[src/rtl/lc3_seq_ctrl.sv]
// LC-3 control-path state sequencer: fetch/decode/execute, TRAP, RTI, interrupt and exception entry.
// Optional memory-ready timeout compiled in with `define LC3_SEQ_TIMEOUT_EN.
module lc3_seq_ctrl #(
    parameter int STATE_W     = 6,
    parameter int TIMEOUT_CYC = 16,
    parameter int CNT_W       = 5
) (
    input  logic               clk,
    input  logic               rst,
    input  logic [15:0]        IR,
    input  logic               R,
    input  logic               N,
    input  logic               Z,
    input  logic               P,
    input  logic               INT,
    input  logic               PSR15,
    output logic [STATE_W-1:0] state,
    output logic               mem_en,
    output logic               mem_we,
    output logic               ben,
    output logic [1:0]         exc_cause,
    output logic               bus_err
);

    typedef enum logic [STATE_W-1:0] {
        S0  = STATE_W'(0),  S1  = STATE_W'(1),  S2  = STATE_W'(2),  S3  = STATE_W'(3),
        S4  = STATE_W'(4),  S5  = STATE_W'(5),  S6  = STATE_W'(6),  S7  = STATE_W'(7),
        S8  = STATE_W'(8),  S9  = STATE_W'(9),  S10 = STATE_W'(10), S11 = STATE_W'(11),
        S12 = STATE_W'(12), S13 = STATE_W'(13), S14 = STATE_W'(14), S15 = STATE_W'(15),
        S16 = STATE_W'(16), S18 = STATE_W'(18), S20 = STATE_W'(20), S21 = STATE_W'(21),
        S22 = STATE_W'(22), S23 = STATE_W'(23), S24 = STATE_W'(24), S25 = STATE_W'(25),
        S26 = STATE_W'(26), S27 = STATE_W'(27), S28 = STATE_W'(28), S29 = STATE_W'(29),
        S30 = STATE_W'(30), S31 = STATE_W'(31), S32 = STATE_W'(32), S33 = STATE_W'(33),
        S34 = STATE_W'(34), S35 = STATE_W'(35), S36 = STATE_W'(36), S37 = STATE_W'(37),
        S38 = STATE_W'(38), S39 = STATE_W'(39), S40 = STATE_W'(40), S41 = STATE_W'(41),
        S42 = STATE_W'(42), S43 = STATE_W'(43), S44 = STATE_W'(44), S45 = STATE_W'(45),
        S47 = STATE_W'(47), S48 = STATE_W'(48), S49 = STATE_W'(49), S50 = STATE_W'(50),
        S51 = STATE_W'(51), S52 = STATE_W'(52), S54 = STATE_W'(54), S57 = STATE_W'(57),
        S59 = STATE_W'(59)
    } state_e;

    state_e     state_q, state_d;
    logic       ben_q, ben_d;
    logic [1:0] exc_q, exc_d;
    logic       tmo;
    logic       unused_ir;

    assign unused_ir = ^IR[8:0];

    always_comb begin
        mem_en = 1'b0;
        mem_we = 1'b0;
        case (state_q)
            S33, S28, S25, S24, S29, S36, S40, S48, S52: mem_en = 1'b1;
            S16, S41, S47: begin
                mem_en = 1'b1;
                mem_we = 1'b1;
            end
            default: ;
        endcase
    end

`ifdef LC3_SEQ_TIMEOUT_EN
    logic [CNT_W-1:0] cnt_q, cnt_d;
    logic             bus_err_q;

    assign tmo = mem_en && !R && (cnt_q == CNT_W'(TIMEOUT_CYC - 1));
    // Any state change restarts the count, so every memory state starts at zero.
    assign cnt_d = (state_d != state_q) ? '0 : (!R ? cnt_q + 1'b1 : cnt_q);

    always_ff @(posedge clk or posedge rst) begin
        if (rst) begin
            cnt_q     <= '0;
            bus_err_q <= 1'b0;
        end else begin
            cnt_q     <= cnt_d;
            bus_err_q <= tmo;
        end
    end
    assign bus_err = bus_err_q;
`else
    localparam int unused_cfg = TIMEOUT_CYC + CNT_W;
    assign tmo     = 1'b0;
    assign bus_err = 1'b0;
`endif

    always_comb begin
        state_d = S18;
        case (state_q)
            S0:  state_d = ben_q ? S22 : S18;
            S1, S5, S9, S12, S14, S20, S21, S22, S16, S27, S30, S51, S54, S59: state_d = S18;
            S2, S6:    state_d = S25;
            S3, S7, S31: state_d = S23;
            S4:  state_d = IR[11] ? S21 : S20;
            S8:  state_d = PSR15 ? S44 : S36;
            S10: state_d = S24;
            S11: state_d = S29;
            S13, S49: state_d = PSR15 ? S45 : S37;
            S15: state_d = S28;
            S18: state_d = INT ? S49 : S33;
            S23: state_d = S16;
            S24: state_d = S26;
            S25: state_d = S27;
            S26: state_d = S25;
            S28: state_d = S30;
            S29: state_d = S31;
            S32: state_d = state_e'(STATE_W'(IR[15:12]));
            S33: state_d = S35;
            S34: state_d = PSR15 ? S59 : S51;
            S35: state_d = S32;
            S36: state_d = S38;
            S37: state_d = S41;
            S38: state_d = S39;
            S39: state_d = S40;
            S40: state_d = S42;
            S41: state_d = S43;
            S42: state_d = S34;
            S43: state_d = S47;
            S44: state_d = S45;
            S45: state_d = S37;
            S47: state_d = S48;
            S48: state_d = S50;
            S50: state_d = S52;
            S52: state_d = S54;
`ifdef LC3_SEQ_TIMEOUT_EN
            S57: state_d = PSR15 ? S45 : S37;
`endif
            default: state_d = S18;
        endcase
        // Memory states hold until ready; R=1 in the timeout cycle still wins.
        if (mem_en && !R) state_d = tmo ? S57 : state_q;
    end

    always_comb begin
        ben_d = ben_q;
        if (state_q == S32) ben_d = (IR[11] & N) | (IR[10] & Z) | (IR[9] & P);
        exc_d = exc_q;
        if (state_d != state_q) begin
            case (state_d)
                S49:      exc_d = 2'd1;
                S13, S44: exc_d = 2'd2;
                S57:      exc_d = 2'd3;
                S54:      exc_d = 2'd0;
                default:  ;
            endcase
        end
    end

    always_ff @(posedge clk or posedge rst) begin
        if (rst) begin
            state_q <= S18;
            ben_q   <= 1'b0;
            exc_q   <= 2'd0;
        end else begin
            state_q <= state_d;
            ben_q   <= ben_d;
            exc_q   <= exc_d;
        end
    end

    assign state     = state_q;
    assign ben       = ben_q;
    assign exc_cause = exc_q;

endmodule

[config.mk]
export PLATFORM = sky130hd
export DESIGN_NAME = lc3_seq_ctrl
export DESIGN_NICKNAME = d
export VERILOG_FILES = /design/src/rtl/lc3_seq_ctrl.sv
export SDC_FILE = /design/constraint.sdc
export NUM_CORES = 1
export LEC_CHECK = 0
export BUFFER_PORTS_ARGS = -buffer_cell sky130_fd_sc_hd__buf_2
export CAP_MARGIN = 20
export CORE_MARGIN = 3
export CORE_UTILIZATION = 49
export DETAILED_ROUTE_END_ITERATION = 10
export PLACE_DENSITY_LB_ADDON = 0.2
export SLEW_MARGIN = 20
export SYNTH_ARGS = -nofsm -noshare
export SYNTH_HDL_FRONTEND = slang
export SYNTH_SLANG_ARGS = --single-unit
[constraint.sdc]
create_clock -name clk -period 2.37 [get_ports clk]
set_clock_uncertainty 0.15 [all_clocks]
set_input_delay 0.711 -clock clk [delete_from_list [all_inputs] [get_ports clk]]
set_output_delay 0.711 -clock clk [all_outputs]
set_load 0.005 [all_outputs]
# After elaboration in Yosys (flattened, before gate mapping)
# Index checks and enable logic that the tools add are counted.
# classes
bitwise_logic	5
magnitude_cmp	0
mux	11
n_shift	0
n_div	0
addsub	0
reduce_logical	11
n_mul	0
n_eq_ne	44
# op_table
operator	count
6-bit one-hot mux with 33 select lines	1
6-bit equality test (second input constant)	23
6-bit by 5-bit equality test with 1-bit output (second input constant)	9
6-bit by 4-bit equality test with 1-bit output (second input constant)	6
6-bit by 3-bit equality test with 1-bit output (second input constant)	3
6-bit by 2-bit equality test with 1-bit output (second input constant)	2
4-bit 2-to-1 mux	3
12-bit OR reduction	1
3-bit OR reduction	3
2-bit one-hot mux with 4 select lines	1
6-bit zero test	1
6-bit 2-to-1 mux	1
6-bit != test	1
5-bit 2-to-1 mux	1
4-bit nonzero test	1
2-bit OR reduction	2
1-bit bitwise AND	3
1-bit 2-to-1 mux	3
3-bit 2-to-1 mux	1
1-bit OR	2
2-bit AND reduction	1
1-bit logical AND	1
1-bit zero test	1
# totals
inputBits	24
mem_count	0
romBits	0
latchBits	0
ramBits	0
output_inout_bits	12
elab_cells	74
reg_bits	9

# Depth between registers and ports, before layout
# depth
ltp_word	9
depth_mapped	10

# Worst setup path after synthesis
# OpenSTA, ideal clock, no wires.
# synth_timing
path_kind	flip-flop to flip-flop
startpoint	register state_q[1], in the netlist state[1]
endpoint	register exc_q[0], in the netlist exc_cause[0]
path_buffers	2
path_stages_with_launch	10
setup_slack_ns	-0.037
synth_period_minus_slack_ns	2.407
setup_ns	0.119
t_required_ns	2.101
t_arrival_ns	2.138
cell_sequence	dfstp_2 -> buf_4 -> clkbuf_1 -> or3b_2 -> o211a_1 -> a211oi_1 -> a311oi_1 -> o31ai_1 -> nand4_2 -> o21ba_1
# synth_via
elab_chain_len	9
word_cells_on_any_way	57
# synth_lines
element	line	text
start, declared	42	state_e state_q, state_d;
start signal, assigned	155	state_q <= state_d;
parallel branches: the longest is 4 deep, another holds 6-bit one-hot mux with 33 select lines	-	
6-bit 2-to-1 mux *	131	if (mem_en && !R) state_d = tmo ? S57 : state_q;
named net state_d[3]	42	
6-bit by 4-bit equality test with 1-bit output / 6-bit equality test (equally long branches)	139	case (state_d)
2-bit OR reduction	139	
4-bit nonzero test (no line)	-	
2-bit AND reduction (no line)	-	
end signal, assigned	153	exc_q <= 2'd0;
end signal, assigned	157	exc_q <= exc_d;
end, declared	44	logic [1:0] exc_q, exc_d;
# Mark *: on every way through the listed nets, which the timed path passes.
# A chain may end at the register's enable or synchronous reset.

# Final worst setup path
# layout_timing
startpoint	register state_q[4], in the netlist state[4]
endpoint	output port mem_en
# layout_via
elab_chain_len	3
word_cells_on_any_way	14
# layout_lines
element	line	text
6-bit equality test / 6-bit by 5-bit equality test with 1-bit output (equally long branches)	53	case (state_q)
12-bit OR reduction (no line) *	-	
1-bit 2-to-1 mux *	53	
end, declared	18	output logic mem_en,
# Every way passes the cells marked *; elsewhere a longest branch is shown, timed or not.

==> impl_metrics.toml <==
[run_status]
outcome = "finished, violations left"
violations = "setup timing"

[grt]
grt_pass1_wl_um = 8820
grt_max_degree = 27
antenna_found_initial = 0
grt_pass1_vias = 1854
overflow = 0
groute.usage.overall_pct = 32.0

[worst_setup_path]
cp_data_required_time_ns = 1.51
path_class = "reg2out"
reg2reg_depth = 8
crit_buf_inv = 2
slowest_stage = "dfstp_2"
crit_path_max_incr_delay_ns = 0.61
r2r_end = "exc_cause[0]"
cp.arrival_ns = 1.71
r2r_start = "state[4]"
crit_family = "flip-flops"
critical_path.cell_chain = "buf_4, or2_4, o221a_4, nand2_2, a21bo_2, buf_2"
cp_max_fo = 5
setup.worst_path.start_class = "flip-flop"
reg2reg_slack_ns = -0.16
end_kind = "primary output"

[placed_design]
pre_cts_slack_ns = -0.129
placed_area_mm2 = 0.00181
post-dp-hpwl_um = 3740
place.gp.congestion = 0.951
portBuffers = 25
placedCellCount = 268

[cts]
clock_path_buffers = 2
htree_levels = 1
clk_pin_slew_worst_paths_ns = 0.06
clockRootBuffer = "clkbuf_4"
clock_latency_ns = 0.27
cts.sinks = 9
tritoncts = "yes"
numCtsBuffers = 3

[timing]
rsz0062_at_grt = "yes"
fin_crit_sh_pct = 108
fmaxAchievable_ghz = 0.389
slew_violations = 0
setup_viol_count_final = 4
fin_ws_ns = -0.200
final_hold_viol_count = 0
tns_ns = -0.598
period_needed_ns = 2.57

[floorplanning]
start_util_pct = 52.2
core_area_mm2 = 0.00281
num_rows = 19
die_w_um = 60.7
design.die.area_mm2 = 0.00368
io_pins = 36
die_y_um = 60.7

[pwr]
leakagePower_nw = 0.953
ir_drop_v = 0.000931
powerDensity_mw_per_mm2 = 1540
finalPower_w = 0.00322

[synthesis]
async_reset_ff_share_pct = 100
synth_fp_nets = 216
synth.most_common_cell = "nand2_1"
synth_top_area_share_pct = 12.0
synth_flop_cell = "dfrtp_1"
ys_types = 68
yosysWarnings = 0
synth_area_leader_cell = "dfrtp_1"
syn_avg_cell_area_um2 = 7.62
synth_edf_count = 0
synth-seq-cells = 9
synth_area_leaders = "dfrtp_1 (12%), clkbuf_8 (4.7%), o21ai_0 (4.4%)"
synth_top_cells_by_count = "nand2_1 (14), nor2_1 (13), o21ai_0 (13), a21oi_1 (12), inv_1 (10)"
ys_seq_area_share_pct = 15.6
synthCells = 192
syn-cell-area_mm2 = 0.00146

[routing]
first_pass_iters = 5
vias = 1947
wirelength_um = 5690
drtIter0Drc = 186
viasPerCell = 6.83
ant_nets = 0
drc = 0
routedWlPerCell_um = 20.0

[cells_and_area]
syn_to_final_growth_pct = 43.2
final_nets = 279
fin_cells = 285
n_antenna_cell = 0
final_layout_size_suffix_gt1_share_pct = 48.4
postLayoutCellArea_mm2 = 0.00210

[run]
maxCapViolations = 0

[worst_hold_path]
hold_path.class = "in2async"
-- stage by stage --
stage                     hold slack [ns]  util, %
final                               0.245     74.7
after global routing                0.257     74.7
after CTS                           0.253     72.3
after detailed placement            0.381     64.4
after global placement              0.381     64.4
after floorplan                     0.382        -
-- sequential cells by signal, indices dropped and copies added, names as in the netlist --
register	flops
ben	1
exc_cause	2
state	6
-- cell usage in the layout, fill, tap and decap left out, types with 3 or more instances in the layout --
master    count
a21oi_1      11
a31oi_1       6
and3b_1       3
buf_12        4
buf_2        25
buf_4        45
clkbuf_4      3
dfrtp_1       6
inv_1         9
nand2_1      13
nand2b_1      3
nand3_1       4
nand4_1       3
nor2_1       11
nor2b_1       5
o211ai_1      3
o21ai_0       9
o22ai_1       5
-- logic make-up after synthesis --
kind of cell / synth area share [%]
AO/OA/AOI/OAI: 38.5
AND/OR/NAND/NOR: 30.3
buffers and inverters: 13.4
flip-flops: 15.6
XOR/XNOR: 1.20
multiplexers: 0.684
other: 0.256
-- worst register-to-register path: cells and delay by family, from the launching register on --
family                 cells  cell delay (ns)
AO/OA/AOI/OAI              6             1.04
flip-flops                 1             0.61
buffers and inverters      1             0.13
AND/OR/NAND/NOR            1             0.49
-- how the worst max path moves through the flow --
stage	startpoint	end	slack (ns)	cells after the start
2_1_floorplan	state[1]	exc_cause[0]	0.04	9
3_3_place_gp	state[4]	exc_cause[1]	-0.11	8
3_5_place_dp	state[4]	exc_cause[1]	-0.13	8
4_1_cts	state[1]	mem_en	-0.15	5
5_1_grt	state[4]	exc_cause[0]	-0.27	8
6_report	state[4]	mem_en	-0.20	6
-- report_power, final --
group	internal, W	switching, W
Clock	0.0000651	0.0000570
Combinational	0.00141	0.00134
Sequential	0.000233	0.000115
-- timing repair --
| item | 4_1_cts | 5_1_grt |
|---|---|---|
| setup buffers | 6 | 5 |
| hold buffers | 0 | 0 |
| pin swaps | 16 | 7 |
| hold endpoints to repair | 0 | 0 |
| gates cloned | 2 | 0 |
| endpoints found under the setup margin | 4 | 8 |
| resized for setup | 22 | 8 |
-- final cells by class --
| type | instances | area [µm²] |
|---|---|---|
| multi-input cells | 153 | 1130 |
| fillers | 207 | 709 |
| repair buffers | 78 | 631 |
| inverters | 10 | 37.5 |
| flip-flops and latches | 9 | 229 |
| well taps | 31 | 38.8 |
| clock buffers | 4 | 26.3 |
-- per-layer routing --
| metal | track usage (%) | share of wire, % | routed length (µm) |
|---|---|---|---|
| met3 | 5.74 | 11 | 609 |
| met1 | 41.3 | 39 | 2220 |
| met5 | 0 | 0 | 0 |
| met2 | 51.9 | 45 | 2560 |
| met4 | 13.9 | 5.4 | 305 |
Note: power is estimated with default switching activity, not from simulation.
